===== config.mk =====
export PLATFORM = sky130hd
export DESIGN_NAME = aes_io_ctrl_flat
export DESIGN_NICKNAME = d
export VERILOG_FILES = /design/src/rtl/aes_io_ctrl_if.sv /design/src/rtl/aes_io_ctrl.sv /design/src/flat_wrapper.sv
export SDC_FILE = /design/constraint.sdc
export NUM_CORES = 1
export LEC_CHECK = 0
export ABC_CLOCK_PERIOD_IN_PS = 3400
export CAP_MARGIN = 20
export CORE_ASPECT_RATIO = 0.7
export CORE_MARGIN = 8
export CORE_UTILIZATION = 54
export DETAILED_ROUTE_END_ITERATION = 8
export GPL_ROUTABILITY_DRIVEN = 0
export MAX_ROUTING_LAYER = met4
export PLACE_DENSITY = 0.86
export SKIP_LAST_GASP = 1
export SYNTH_ARGS = -nofsm -noshare
export SYNTH_HDL_FRONTEND = slang
export SYNTH_SLANG_ARGS = --single-unit

===== constraint.sdc =====
create_clock -name clk -period 3.4 [get_ports clk]
set_input_delay 0.68 -clock clk [delete_from_list [all_inputs] [get_ports clk]]
set_output_delay 0.68 -clock clk [all_outputs]
set_load 0.01 [all_outputs]

===== src/rtl/aes_io_ctrl_if.sv =====
// Host stream and cipher-core signal bundle for aes_io_ctrl.
// The slave modport is the controller's view; the master modport is the environment's view.
interface aes_io_ctrl_if;
  localparam int unsigned WORD_W = 32;
  localparam int unsigned BLK_W  = 128;

  logic              in_valid;
  logic              in_ready;
  logic [WORD_W-1:0] in_data;
  logic              key_reuse;
  logic              out_valid;
  logic              out_ready;
  logic [WORD_W-1:0] out_data;
  logic              core_ld;
  logic [BLK_W-1:0]  core_key;
  logic [BLK_W-1:0]  core_text_in;
  logic              core_done;
  logic [BLK_W-1:0]  core_text_out;

  modport slave (
    input  in_valid, in_data, key_reuse, out_ready, core_done, core_text_out,
    output in_ready, out_valid, out_data, core_ld, core_key, core_text_in
  );

  modport master (
    output in_valid, in_data, key_reuse, out_ready, core_done, core_text_out,
    input  in_ready, out_valid, out_data, core_ld, core_key, core_text_in
  );
endinterface


===== src/rtl/aes_io_ctrl.sv =====
// Host-side I/O controller for a 128-bit block cipher core: gathers key/text words,
// launches the core under a watchdog, then streams the 128-bit result out MSW first.
module aes_io_ctrl #(
  parameter int unsigned WDOG = 63
) (
  input  logic         clk,
  input  logic         rst,
  aes_io_ctrl_if.slave io,
  output logic         busy,
  output logic         err
);
  localparam int unsigned WORD_W = 32;
  localparam int unsigned BLK_W  = 128;
  localparam int unsigned NWORD  = BLK_W / WORD_W;
  localparam int unsigned WC_W   = 3;
  localparam int unsigned WD_W   = 6;
  localparam int unsigned OC_W   = 2;

  localparam logic [WC_W-1:0] TEXT_BASE = WC_W'(NWORD);
  localparam logic [WC_W-1:0] LAST_WORD = WC_W'(2 * NWORD - 1);
  localparam logic [WD_W-1:0] WD_LAST   = WD_W'(WDOG - 1);
  localparam logic [OC_W-1:0] OUT_LAST  = OC_W'(NWORD - 1);

  typedef enum logic [1:0] {
    S_LOAD  = 2'd0,
    S_START = 2'd1,
    S_BUSY  = 2'd2,
    S_OUT   = 2'd3
  } state_t;

  state_t state_q, state_n;

  logic [WC_W-1:0]   wcnt_q;
  logic [WD_W-1:0]   wdog_q;
  logic [OC_W-1:0]   ocnt_q;
  logic [BLK_W-1:0]  key_q;
  logic [BLK_W-1:0]  text_q;
  logic [BLK_W-1:0]  result_q;
  logic [WORD_W-1:0] out_data_q;
  logic              in_ready_q;
  logic              out_valid_q;
  logic              core_ld_q;
  logic              busy_q;
  logic              err_q;

  logic              in_fire;
  logic              out_fire;
  logic              first_word;
  logic              done_hit;
  logic              wdog_expire;
  logic [WC_W-1:0]   widx;

  // Select one 32-bit word of a block, word 0 being the most significant.
  function automatic logic [WORD_W-1:0] word_sel(input logic [BLK_W-1:0] blk,
                                                 input logic [OC_W-1:0]  idx);
    logic [WORD_W-1:0] w;
    w = '0;
    for (int i = 0; i < int'(NWORD); i++) begin
      if (idx == OC_W'(i)) w = blk[BLK_W-1-WORD_W*i -: WORD_W];
    end
    return w;
  endfunction

  assign in_fire    = io.in_valid & in_ready_q;
  assign out_fire   = io.out_ready & out_valid_q;
  assign first_word = (wcnt_q == '0);
  // A key-reuse block starts directly at the first text slot.
  assign widx       = (first_word && io.key_reuse) ? TEXT_BASE : wcnt_q;

  // Completion beats the watchdog when both land in the same cycle.
  assign done_hit    = (state_q == S_BUSY) && io.core_done;
  assign wdog_expire = (state_q == S_BUSY) && !io.core_done && (wdog_q == WD_LAST);

  always_comb begin
    state_n = state_q;
    unique case (state_q)
      S_LOAD:  if (in_fire && (widx == LAST_WORD)) state_n = S_START;
      S_START: state_n = S_BUSY;
      S_BUSY: begin
        if (done_hit)         state_n = S_OUT;
        else if (wdog_expire) state_n = S_LOAD;
      end
      S_OUT:   if (out_fire && (ocnt_q == OUT_LAST)) state_n = S_LOAD;
      default: state_n = S_LOAD;
    endcase
  end

  // State and control outputs; outputs are decoded from the next state so they track it exactly.
  always_ff @(posedge clk or negedge rst) begin
    if (!rst) begin
      state_q     <= S_LOAD;
      in_ready_q  <= 1'b0;
      out_valid_q <= 1'b0;
      core_ld_q   <= 1'b0;
      busy_q      <= 1'b0;
      err_q       <= 1'b0;
    end else begin
      state_q     <= state_n;
      in_ready_q  <= (state_n == S_LOAD);
      out_valid_q <= (state_n == S_OUT);
      core_ld_q   <= (state_n == S_START);
      busy_q      <= (state_n != S_LOAD);
      if (wdog_expire)               err_q <= 1'b1;
      else if (in_fire && first_word) err_q <= 1'b0;
    end
  end

  // Input word counter and key/text assembly.
  always_ff @(posedge clk or negedge rst) begin
    if (!rst) begin
      wcnt_q <= '0;
      key_q  <= '0;
      text_q <= '0;
    end else begin
      if (wdog_expire) begin
        wcnt_q <= '0;
      end else if (in_fire) begin
        wcnt_q <= widx + WC_W'(1);
        for (int i = 0; i < int'(NWORD); i++) begin
          if (widx[OC_W-1:0] == OC_W'(i)) begin
            if (widx[WC_W-1]) text_q[BLK_W-1-WORD_W*i -: WORD_W] <= io.in_data;
            else              key_q[BLK_W-1-WORD_W*i -: WORD_W]  <= io.in_data;
          end
        end
      end
    end
  end

  // Watchdog: zeroed while in START so BUSY always begins at 0.
  always_ff @(posedge clk or negedge rst) begin
    if (!rst) begin
      wdog_q <= '0;
    end else if (state_q == S_START) begin
      wdog_q <= '0;
    end else if (state_q == S_BUSY) begin
      wdog_q <= wdog_q + WD_W'(1);
    end
  end

  // Result capture and output word sequencing.
  always_ff @(posedge clk or negedge rst) begin
    if (!rst) begin
      result_q   <= '0;
      out_data_q <= '0;
      ocnt_q     <= '0;
    end else if (done_hit) begin
      result_q   <= io.core_text_out;
      out_data_q <= io.core_text_out[BLK_W-1 -: WORD_W];
      ocnt_q     <= '0;
    end else if (out_fire) begin
      ocnt_q     <= ocnt_q + OC_W'(1);
      out_data_q <= word_sel(result_q, ocnt_q + OC_W'(1));
    end
  end

  assign io.in_ready     = in_ready_q;
  assign io.out_valid    = out_valid_q;
  assign io.out_data     = out_data_q;
  assign io.core_ld      = core_ld_q;
  assign io.core_key     = key_q;
  assign io.core_text_in = text_q;
  assign busy            = busy_q;
  assign err             = err_q;
endmodule


===== src/flat_wrapper.sv =====
// flat-port wrapper written by rule: the top's interface ports become plain ports
module aes_io_ctrl_flat 
#(
  parameter int unsigned WDOG = 63
)
  (clk, rst, busy, err, io_in_valid, io_in_data, io_key_reuse, io_out_ready, io_core_done, io_core_text_out, io_in_ready, io_out_valid, io_out_data, io_core_ld, io_core_key, io_core_text_in);
  aes_io_ctrl_if io_i ();
  input  logic clk;
  input  logic rst;
  output logic busy;
  output logic err;
  input wire logic [$bits(io_i.in_valid)-1:0] io_in_valid;
  input wire logic [$bits(io_i.in_data)-1:0] io_in_data;
  input wire logic [$bits(io_i.key_reuse)-1:0] io_key_reuse;
  input wire logic [$bits(io_i.out_ready)-1:0] io_out_ready;
  input wire logic [$bits(io_i.core_done)-1:0] io_core_done;
  input wire logic [$bits(io_i.core_text_out)-1:0] io_core_text_out;
  output wire logic [$bits(io_i.in_ready)-1:0] io_in_ready;
  output wire logic [$bits(io_i.out_valid)-1:0] io_out_valid;
  output wire logic [$bits(io_i.out_data)-1:0] io_out_data;
  output wire logic [$bits(io_i.core_ld)-1:0] io_core_ld;
  output wire logic [$bits(io_i.core_key)-1:0] io_core_key;
  output wire logic [$bits(io_i.core_text_in)-1:0] io_core_text_in;
  assign io_i.in_valid = io_in_valid;
  assign io_i.in_data = io_in_data;
  assign io_i.key_reuse = io_key_reuse;
  assign io_i.out_ready = io_out_ready;
  assign io_i.core_done = io_core_done;
  assign io_i.core_text_out = io_core_text_out;
  assign io_in_ready = io_i.in_ready;
  assign io_out_valid = io_i.out_valid;
  assign io_out_data = io_i.out_data;
  assign io_core_ld = io_i.core_ld;
  assign io_core_key = io_i.core_key;
  assign io_core_text_in = io_i.core_text_in;
  aes_io_ctrl #(.WDOG(WDOG)) u_core (.clk(clk), .rst(rst), .io(io_i), .busy(busy), .err(err));
endmodule

==> results of run 1 <==
-- power breakdown --
part / switching [mW] / internal, mW / total (mW)
clock: 2.02 / 2.80 / 4.81
combinational: 4.55 / 6.42 / 11.0
sequential: 1.77 / 7.68 / 9.45
-- worst min path at each step --
stage,start,endpoint,depth (start not counted)
finish,rst,u_core.io.out_data[12]$_DFFE_PN0P_,1
global route,rst,u_core.io.out_data[12]$_DFFE_PN0P_,1
CTS,rst,u_core.io.out_data[12]$_DFFE_PN0P_,1
detailed placement,u_core.result_q[25]$_DFFE_PN0P_,u_core.result_q[25]$_DFFE_PN0P_,2
global placement,u_core.result_q[19]$_DFFE_PN0P_,u_core.result_q[19]$_DFFE_PN0P_,2
floorplan,rst,u_core.busy$_DFF_PN0_,0
-- flip-flops by register name (all words and copies together) (netlist names) --
signal and flops:
u_core.wdog_q 6, u_core.busy 1, u_core.ocnt_q 2, u_core.io.out_data 32, u_core.io.in_ready 1, u_core.wcnt_q 3, u_core.result_q 128, u_core.io.out_valid 1
u_core.err 1, u_core.io.core_ld 1, u_core.io.core_key 128, u_core.state_q 2, u_core.io.core_text_in 128
-- cells in the final DEF, fill, tap and decap left out, types with 31 or more instances in the layout --
cell type / n
clkdlybuf4s50_1: 457
dfrtp_1: 434
nand2_1: 365
mux2_4: 240
clkbuf_16: 43
inv_1: 41
o21ai_0: 39
a31oi_1: 33
o22ai_1: 32
a221oi_1: 31
a211o_1: 31
-- metal layers --
metal	GRT usage	vias up	share of wire
met1	0.3522	6840	0.41
met3	0.05603	131	0.071
met2	0.4477	665	0.49
li1	-	5759	-
met4	0.1145	0	0.039
met5	-	-	0
-- area by class of cell --
type | count | area (um^2)
repair buffers | 485 | 4980
clock buffers | 59 | 1206
flip-flops and latches | 434 | 10860
clock inverters | 16 | 211.5
fillers | 2228 | 9479
inverters | 41 | 153.9
multi-input cells | 859 | 6887
well taps | 472 | 590.6
diodes | 3 | 7.507
-- metrics by stage --
| step | instances | util |
|---|---|---|
| floorplan | 1429 | - |
| global placement | 2291 | 0.6828 |
| detailed placement | 2291 | 0.6828 |
| CTS | 2366 | 0.7240 |
| global route | 2369 | 0.7242 |
| finish | 2369 | 0.7242 |
-- cell families after synthesis --
| family | count (synthesis) | synth area share |
|---|---|---|
| muxes | 257 | 0.2032 |
| adders and majority gates | 15 | 0.01005 |
| xor gates and xnor gates | 2 | 0.0009385 |
| AOI/OAI and AO/OA | 189 | 0.06964 |
| DFF | 434 | 0.5818 |
| buffers and inverters | 136 | 0.05147 |
| and+or+nand+nor | 396 | 0.08291 |
==> flow_summary.yaml, run 1 <==
finish:
  post_route_cells_drive_above_1_share: 0.1927
  final_nets: 2044
  syn2layout_area_growth_pct: 33.36
  finalInstanceArea_mm2: 0.02490
worst_setup_path:
  timing.critical_path.cells: "inv_1 -> ha_1 -> nand4_2 -> o31a_1 -> and3_2 -> buf_4 -> mux2_4"
  cpMaxStageDelayCell: "dfrtp_1"
  crit_path_max_incr_delay_ps: 410
  worstRegToRegCells: 7
  sort_of_element_at_the_end_of_the_critical_path: "register"
  r2r_end: "u_core.io.core_key[123]$_DFFE_PN0P_"
  arrival_ps: 2790
  endpoint: "u_core.io.core_key[123]$_DFFE_PN0P_"
  critical_path.startpoint_type: "register"
  cp.depth: 7
  worst_r2r_startpoint: "u_core.state_q[0]$_DFF_PN0_"
  ff_to_ff_setup_slack_ps: 1020
  cp_max_fo: 21
  worst-setup-path-type: "reg2reg"
  crit_family: "simple AND/OR/NAND/NOR gates"
  path_buf_inv: 2
  crit_start: "u_core.state_q[0]$_DFF_PN0_"
  worst_ep_required_time_ps: 3810
synth:
  synth_top_cells_by_area: "dfrtp_1 (58%), mux2_4 (19%), nand2_1 (7.4%), buf_12 (2.6%), a211o_1 (1.5%)"
  synth_sequential_area_ratio: 0.5818
  yosys.cell_types.count: 36
  synth_largest_area_cell: "dfrtp_1"
  mappedNetlistArea_mm2: 0.01867
  synth-edff-count: 0
  mean_syn_cell_area_um2: 13.06
  synth.top_cell.area_share: 0.5818
  synthesis.instances: 1429
  asyncSetResetFlopFracSynth: 1.000
  synthTopCellsByCount: "dfrtp_1 (434), nand2_1 (366), mux2_4 (240)"
  yosys_register_bits: 434
  synth.yosys.warnings: 0
  yosys.cell_count.top_type: "dfrtp_1"
  syn-num-nets: 1610
  dominantRegCellSynth: "dfrtp_1"
routing:
  detail_route.iter0.violations: 1380
  antenna_violating_nets_post_route: 0
  wl_per_cell_um: 24.20
  drc: 0
  viasPerCell: 5.654
  route.final.wire_length_mm: 57.33
  number_of_optimization_iterations_in_the_first_detailed_route_pass: 5
  vias: 13400
timing:
  fin_setup_tns_ps: 0
  timing.final.crit_share: 0.7002
  hold-worst-slack_ps: 87.95
  layout_setup_ws_ps: 1019
  worst_slew_pin_slew_ps: 945.2
  rsz_0062_raised_after_global_routing: "no"
  final.min_clock_period_ps: 2381
  fmax_ghz: 0.4201
  max_slew_margin: 0.3686
  skew_ps: 24.71
  setup_viol: 0
  final-hold-violation-count: 0
  drv_slew: 0
grt:
  antenna_found_initial: 3
  global_route_wire_length_before_repair_mm: 86.28
  track_usage: 0.2805
  grt_max_degree: 163
  globalRoute.totalOverflow: 0
  grt_pass1_vias: 13890
cts:
  insertion_delay_ps: 550
  ctsResizeCount: 0
  clkSlewWorstSetupHoldPaths_ps: 70
  cts_htree_levels: 2
  clock_sinks: 434
  cts_setup_buffers: 0
  cts_buffer_depth: 3
  hold_buffers: 0
  cts_root_buffer: "clkbuf_16"
  cts_tree: "done"
  inserted_clock_buffers: 42
power:
  static-leakage-power_nw: 11.44
  report.power.total_mw: 25.23
  powerDensity_mw_per_mm2: 1013
  vdd_drop_max_mv: 0.4362
floorplan:
  floorplan.initialDensity: 0.5431
  chipWidth_um: 238.2
  die_y_um: 171.6
  die_area_mm2: 0.04087
  core_mm2: 0.03438
  placement_rows: 57
  floorplan.io_pins: 459
placed_design:
  place_worst_setup_slack_ps: 550.5
  place_hpwl_mm: 38.27
  placement.cell_area_mm2: 0.02347
  place.port_buffers: 458
run:
  maxCapViolations: 0
min_path:
  type_of_the_most_critical_hold_path: "in2async"
outcome:
  status: "complete, no violations"
No activity file was read; power rests on OpenSTA's default activity.
==> run 2, diff against run 1 <==
ABC_CLOCK_PERIOD_IN_PS = 2290   (was 3400)
CORE_UTILIZATION = 50   (was 54)
PLACE_DENSITY = 0.81   (was 0.86)
clock period = 2.29 ns   (was 3.4 ns; I/O delays follow)
==> flow_summary.yaml, run 2 (synthesis gave the netlist of run 1 again) <==
power:
  vdd_drop_max_mv: 0.9784
  power_frac_comb: 0.445
  static-leakage-power_nw: 11.57
  seq_power_share: 0.372
  p_clk_frac: 0.182
  report.power.total_mw: 37.08
  internal_power_mw: 24.97
  power_switching_share: 0.3265
  powerDensity_mw_per_mm2: 1474
  net-switching-power_mw: 12.11
grt:
  grtUsageMet3: 0.03820
  track_usage: 0.2544
  grtUsageMet1: 0.3237
  grt_max_degree: 101
  grt_pass1_vias: 13790
  gr-max-usage-layer: "met2"
  global_route_wire_length_before_repair_mm: 85.30
  grt_util_met2: 0.4063
  globalRoute.totalOverflow: 0
  antenna_found_initial: 5
floorplan:
  placement_rows: 59
  chipWidth_um: 246.9
  floorplan.io_pins: 459
  die_area_mm2: 0.04387
  die_y_um: 177.7
  floorplan.initialDensity: 0.5048
  core_mm2: 0.03698
routing:
  drc: 0
  wl_per_cell_um: 23.18
  number_of_optimization_iterations_in_the_first_detailed_route_pass: 5
  route.final.wire_length_mm: 55.88
  viasPerCell: 5.451
  antenna_violating_nets_post_route: 0
  vias: 13140
  detail_route.iter0.violations: 999
finish:
  most_common_library_cell_in_the_layout_ignoring_fill_and_taps: "clkdlybuf4s50_1"
  syn2layout_area_growth_pct: 34.74
  post_route_cells_drive_above_1_share: 0.2025
  final_cell_mix: "clkdlybuf4s50_1 (457), dfrtp_1 (434), nand2_1 (365)"
  post_layout_nonfiller_instances: 2411
  final_nets: 2070
worst_setup_path:
  crit_family: "simple AND/OR/NAND/NOR gates"
  worst_ep_required_time_ps: 2710
  path_buf_inv: 2
  sort_of_element_at_the_end_of_the_critical_path: "register"
  timing.critical_path.cells: "inv_1 -> ha_1 -> nand4_2 -> o31a_1 -> and3_2 -> buf_12 -> mux2_4"
  arrival_ps: 2600
  worst-setup-path-type: "reg2reg"
  crit_path_max_incr_delay_ps: 400
  cpMaxStageDelayCell: "dfrtp_1"
  critical_path.startpoint_type: "register"
  cp_max_fo: 19
timing:
  drv_slew: 0
  fin_setup_tns_ps: 0
  timing.final.crit_share: 0.9504
  skew_ps: 17.92
  rsz_0062_raised_after_global_routing: "no"
  setup_viol: 0
  max_slew_margin: 0.6028
  fmax_ghz: 0.4595
  final.min_clock_period_ps: 2176
  worst_slew_pin_slew_ps: 595.8
  final-hold-violation-count: 0
  hold-worst-slack_ps: 449.0
cts:
  cts_buffer_depth: 3
  ctsResizeCount: 0
  cts_setup_buffers: 0
  cts_htree_levels: 2
  hold_buffers: 1
  clkSlewWorstSetupHoldPaths_ps: 70
  clock_sinks: 434
  cts_tree: "done"
  insertion_delay_ps: 540
  inserted_clock_buffers: 41
  cts_root_buffer: "clkbuf_16"
outcome:
  status: "complete, no violations"
placed_design:
  place_hpwl_mm: 39.52
  place.port_buffers: 458
  numPlacedInstances: 2333
run:
  maxCapViolations: 0
min_path:
  type_of_the_most_critical_hold_path: "in2reg"
-- run 2: worst paths after layout --
kind,from,to,slack (ps),cells past startpoint
worst max-delay path,u_core.state_q[0]$_DFF_PN0_,u_core.io.core_text_in[30]$_DFFE_PN0P_,110,7
worst min-delay path,io_core_text_out[76],u_core.result_q[76]$_DFFE_PN0P_,450,3
worst max register to register,u_core.state_q[0]$_DFF_PN0_,u_core.io.core_text_in[30]$_DFFE_PN0P_,110,7
worst min register to register,u_core.result_q[116]$_DFFE_PN0P_,u_core.result_q[116]$_DFFE_PN0P_,480,2
max in group asynchronous,rst,u_core.result_q[104]$_DFFE_PN0P_,1000,3
min in group asynchronous,rst,u_core.wcnt_q[0]$_DFFE_PN0P_,520,2
-- run 2: power groups by stage --
stage / Sequential [mW] / Clock, mW / Combinational, mW
5_1_grt: 14.2 / 7.21 / 17.5
6_report: 13.8 / 6.76 / 16.5
3_3_place_gp: 13.6 / 0 / 16.0
3_5_place_dp: 13.8 / 0 / 16.6
2_1_floorplan: 14.4 / 0 / 7.50
4_1_cts: 13.8 / 6.91 / 16.7
-- run 2: cell type report --
type	instances	area (um^2)
clock buffer	58	1190
fill	2562	11830
inverter	41	153.9
sequential	434	10860
tap	488	610.6
multi-input combinational	859	6877
antenna	7	17.52
timing repair buffer	512	5323
clock inverter	12	121.4
-- run 2: worst min-delay path: cells and delay by family --
family,cells,cell delay [ps]
simple gates,2,100
buf+inv,1,400
-- run 2: per-stage QoR --
step,instance area [um^2],setup WS (ps),utilization
finish,25150,113.6,0.6801
CTS,25140,82.52,0.6796
detailed placement,23810,-124.7,0.6439
global route,25150,59.90,0.6800
global placement,23810,-106.5,0.6439
floorplan,18670,316.4,-
-- run 2: metal layers --
metal	share of wire	vias to the layer above	routed length [um]
met3	0.056	129	3134
li1	-	5811	-
met5	0	-	0
met1	0.41	6691	22850
met4	0.045	0	2504
met2	0.49	511	27390
